[src/rtl/imem_arbiter.sv]
// Instruction memory arbiter: fetch and debug ports share one single-port RAM.
// Round-robin grant, halt/drain handshake, one-cycle registered read data.
module imem_arbiter (
  input  logic        i_clk,
  input  logic        i_reset,
  input  logic        i_f_req,
  input  logic [12:0] i_f_addr,
  output logic        o_f_gnt,
  output logic        o_f_rvalid,
  output logic [31:0] o_f_rdata,
  input  logic        i_d_req,
  input  logic        i_d_we,
  input  logic [12:0] i_d_addr,
  input  logic [31:0] i_d_wdata,
  output logic        o_d_gnt,
  output logic        o_d_rvalid,
  output logic [31:0] o_d_rdata,
  output logic        o_d_err,
  input  logic        i_halt,
  output logic        o_halted,
  output logic [12:0] o_m_addr,
  output logic        o_m_we,
  output logic [31:0] o_m_wdata,
  input  logic [31:0] i_m_rdata
);

  typedef enum logic [1:0] {
    RUN   = 2'd0,
    DRAIN = 2'd1,
    HALT  = 2'd2
  } state_t;

  state_t      state_q;
  state_t      state_d;
  logic        last_dbg_q;
  logic        f_rvalid_q;
  logic        d_rvalid_q;
  logic [31:0] f_rdata_q;
  logic [31:0] d_rdata_q;

  logic        d_mis;
  logic        d_ok;
  logic        f_ok;
  logic        f_gnt;
  logic        d_gnt;

  // Eligibility and round-robin grant; misaligned debug counts as idle.
  always_comb begin
    d_mis = 1'b0;
    d_ok  = 1'b0;
    f_ok  = 1'b0;
    f_gnt = 1'b0;
    d_gnt = 1'b0;
    if (!i_reset) begin
      d_mis = i_d_req && (i_d_addr[1:0] != 2'b00);
      d_ok  = i_d_req && (i_d_addr[1:0] == 2'b00);
      f_ok  = i_f_req && (state_q == RUN);
      f_gnt = f_ok && (!d_ok || last_dbg_q);
      d_gnt = d_ok && (!f_ok || !last_dbg_q);
    end
  end

  // Memory port driven by whichever side won; idle drives zeros.
  always_comb begin
    o_m_addr  = '0;
    o_m_we    = 1'b0;
    o_m_wdata = '0;
    if (f_gnt) begin
      o_m_addr = i_f_addr;
    end else if (d_gnt) begin
      o_m_addr  = i_d_addr;
      o_m_we    = i_d_we;
      o_m_wdata = i_d_wdata;
    end
  end

  // Halt sequencing: a granted fetch finishes before HALT is reported.
  always_comb begin
    state_d = state_q;
    unique case (state_q)
      RUN:     if (i_halt) state_d = DRAIN;
      DRAIN:   if (!f_gnt) state_d = HALT;
      HALT:    if (!i_halt) state_d = RUN;
      default: state_d = RUN;
    endcase
  end

  // State, last-grant and read-data capture registers.
  always_ff @(posedge i_clk) begin
    if (i_reset) begin
      state_q    <= RUN;
      last_dbg_q <= 1'b1;
      f_rvalid_q <= 1'b0;
      d_rvalid_q <= 1'b0;
      f_rdata_q  <= '0;
      d_rdata_q  <= '0;
    end else begin
      state_q    <= state_d;
      f_rvalid_q <= f_gnt;
      d_rvalid_q <= d_gnt && !i_d_we;
      if (f_gnt || d_gnt) last_dbg_q <= d_gnt;
      if (f_gnt) f_rdata_q <= i_m_rdata;
      if (d_gnt && !i_d_we) d_rdata_q <= i_m_rdata;
    end
  end

  assign o_f_gnt    = f_gnt;
  assign o_d_gnt    = d_gnt;
  assign o_d_err    = d_mis;
  assign o_f_rvalid = f_rvalid_q;
  assign o_d_rvalid = d_rvalid_q;
  assign o_f_rdata  = f_rdata_q;
  assign o_d_rdata  = d_rdata_q;
  assign o_halted   = (state_q == HALT);

endmodule

[config.mk]
export PLATFORM = sky130hd
export DESIGN_NAME = imem_arbiter
export DESIGN_NICKNAME = d
export VERILOG_FILES = /design/src/rtl/imem_arbiter.sv
export SDC_FILE = /design/constraint.sdc
export NUM_CORES = 1
export LEC_CHECK = 0
export CELL_PAD_IN_SITES_DETAIL_PLACEMENT = 1
export CELL_PAD_IN_SITES_GLOBAL_PLACEMENT = 1
export CORE_ASPECT_RATIO = 1.25
export CORE_MARGIN = 2
export CORE_UTILIZATION = 22
export DETAILED_ROUTE_END_ITERATION = 8
export PLACE_DENSITY = 0.81
export SLEW_MARGIN = 20
export SYNTH_ARGS = -nofsm -noshare
export SYNTH_HDL_FRONTEND = slang
export SYNTH_SLANG_ARGS = --single-unit
[constraint.sdc]
create_clock -name i_clk -period 1.8 [get_ports i_clk]
set_clock_uncertainty 0.15 [all_clocks]
set_input_delay 0.36 -clock i_clk [delete_from_list [all_inputs] [get_ports i_clk]]
set_output_delay 0.36 -clock i_clk [all_outputs]
set_load 0.05 [all_outputs]
==> reports/metrics.csv <==
metric,value,unit
status,finished with violations,
failed_checks,setup timing,
p_leak,2.87,nW
die_w,109,um
tns,-27.01,ns
critPathMaxStageDelay,0.34,ns
port_buffers,211,
syn_avg_cell_area,9.28,um^2
antenna_found_initial,2,
maxCapViolations,0,
die_h,136,um
synthArstFlopShare,0,%
nets,656,
synth_nets,425,
cts_root_buffer,clkbuf_16,
yosysTopAreaCellShare,45.2,%
ys_ff_latch,69,
track_usage,20.2,%
synth.distinct_cells,27,
cts-buffers-inserted,9,
ys_top_cells_by_area,"dfxtp_1, mux2_2, nor2b_1, and3_1, a21oi_1",
drtIter0Drc,108,
first_pass_iters,6,
yosys-top-cells-count,"dfxtp_1, nor2b_1, a21oi_1, and3_1, nand3_1",
vias_per_cell,4.73,
timing.fmax,445,MHz
crit_buf_inv,3,
ios,212,
startpoint_type,flip-flop,
area_growth,127,%
period_share,125,%
p_per_area,669,mW/mm^2
place_hpwl,10200,um
finalNonFillerCells,742,
wl_per_cell,20.5,um
synth_warnings,0,
setup_ws,-0.446,ns
syn_area,0.00305,mm^2
cp.required,1.29,ns
routed_wirelength,15200,um
drcViolationCount,0,
fp.coreArea,0.0137,mm^2
fill_cells,1450,
critPathTopFamily,simple AND/OR/NAND/NOR gates,
dpl.cell_count,701,
cpMostUsedCell,buf_6,
synthAdderAreaFrac,0,%
clockBufferDepth,2,
r2r_slack,-0.28,ns
clock-sinks,69,
synth_simple_gate_area_share,23.8,%
synth_top_family_by_area,simple AND/OR/NAND/NOR gates,
crit_type,flip-flop to output port,
synth_ff_type,dfxtp_1,
stdcell_area,0.00694,mm^2
pre_cts_slack,-0.762,ns
place.gp.congestion,0.777,
finalPower,0.00464,W
ys_seq_area_share,45.2,%
final_antenna_net_count,0,
placed_area,0.00619,mm^2
worstMarginPinSlew,0.394,ns
synthCells,329,
grt_pass1_vias,3830,
insertion_delay,0.33,ns
grt_start_max_net_pins,47,
slew-limit-headroom,73.7,%
initial_core_util,22.3,%
overflow,0,
finalMaxSlewViolations,0,
worst_setup_path_end_kind,output port,
cp_data_arrival_time,1.74,ns
synth_area_leader_cell,dfxtp_1,
cts_tree,yes,
cp_slowest_cell,dfxtp_2,
rsz0062_at_grt,true,
ir_drop,0.495,mV
synth_compound_area_share,14.1,%
hold_path.class,primary input to flip-flop,
fp-row-count,48,
hold_viol_final,0,
synth_mux_area_share,11.8,%
synth.most_common_cell,dfxtp_1,
worst-path-max-fanout,6,
post-route-min-period,2.25,ns
cts_max_level,3,
die_area,0.0148,mm^2
finalSetupViolCount,80,
grt_pass1_wl,22600,um
layout-drive-gt1-share,48.0,%
cp_cell_sequence,buf_6 -> and4bb_2 -> nor3_4 -> buf_6 -> a22o_4 -> buf_12,
synth_edf_count,0,
synth-xor-area-share,0,%
num_vias,3510,
clk_pin_slew,0.06,ns
## flip-flops by register name, summed over array words and instances (netlist names)
name and count:
state_q 2, o_f_rdata 32, o_d_rvalid 1, last_dbg_q 1
o_f_rvalid 1, o_d_rdata 32
## placed cells by master (no fill, tap or decap), types with 32 or more instances in the layout
cell / netlist / routed
clkdlybuf4s50_1: 0 / 90
buf_4: 0 / 77
dfxtp_1: 69 / 66
buf_12: 0 / 55
and3_4: 0 / 33
nor2b_1: 34 / 33
nand3_1: 33 / 33
a21oi_1: 33 / 33
mux2_4: 0 / 32
o21ai_0: 32 / 32
## repair_timing
action / in CTS / in global routing
hold endpoints to repair: 0 / 0
endpoints found under the setup margin: 116 / 95
hold buffers: 0 / 0
resized for setup: 53 / 5
pin swaps: 13 / 39
gates cloned: 9 / 2
buffers inserted: 15 / 2
## power breakdown
part           internal (W)  switching [W]  leakage (nW)
Clock              0.000978       0.000729         0.135
Combinational      0.000613       0.000681          2.18
Sequential          0.00160      0.0000401         0.563
Total               0.00319        0.00145          2.87
## metal layers
layer,track usage (%),vias up,share of wire [%]
li1,-,1644,-
met1,21.6,1736,37
met2,39.0,120,56
met3,4.38,10,5.9
met4,5.49,0,1.3
met5,0,-,0
## cell families (layout without fill, tap and decap cells)
group | count (synthesis) | in the layout
simple gates | 117 | 117
buf+inv | 34 | 270
compound gates | 77 | 77
flops | 69 | 69
mux | 32 | 32
other cells | 0 | 2
## final timing paths
| check | startpoint | endpoint | cells after the start |
|---|---|---|---|
| setup / recovery | state_q[1]$_SDFFE_PP0P_ | o_m_addr[11] | 6 |
| hold / removal | i_reset | state_q[0]$_SDFFE_PP0P_ | 2 |
| setup reg to reg | state_q[1]$_SDFFE_PP0P_ | o_d_rdata[29]$_SDFFE_PP0P_ | 8 |
| hold reg to reg | o_f_rdata[11]$_SDFFE_PP0P_ | o_f_rdata[11]$_SDFFE_PP0P_ | 2 |
## per-stage QoR
step,utilization [%],hold WS [ns]
3_5_place_dp,45.2,0.322
2_1_floorplan,-,0.318
3_3_place_gp,45.2,0.313
5_1_grt,50.6,0.231
4_1_cts,50.8,0.256
6_report,50.6,0.227
## layout make-up
cell class | instances | area (um^2) | share of cell area, %
Multi-Input combinational cell | 226 | 1960 | 28.3
Antenna cell | 2 | 5.00 | 0.0722
Inverter | 1 | 3.75 | 0.0541
Sequential cell | 69 | 1390 | 20.0
Tap cell | 175 | 219 | 3.16
Timing Repair Buffer | 253 | 3070 | 44.3
Clock inverter | 6 | 46.3 | 0.668
Clock buffer | 10 | 239 | 3.45
No activity file was read; power rests on OpenSTA's default activity.
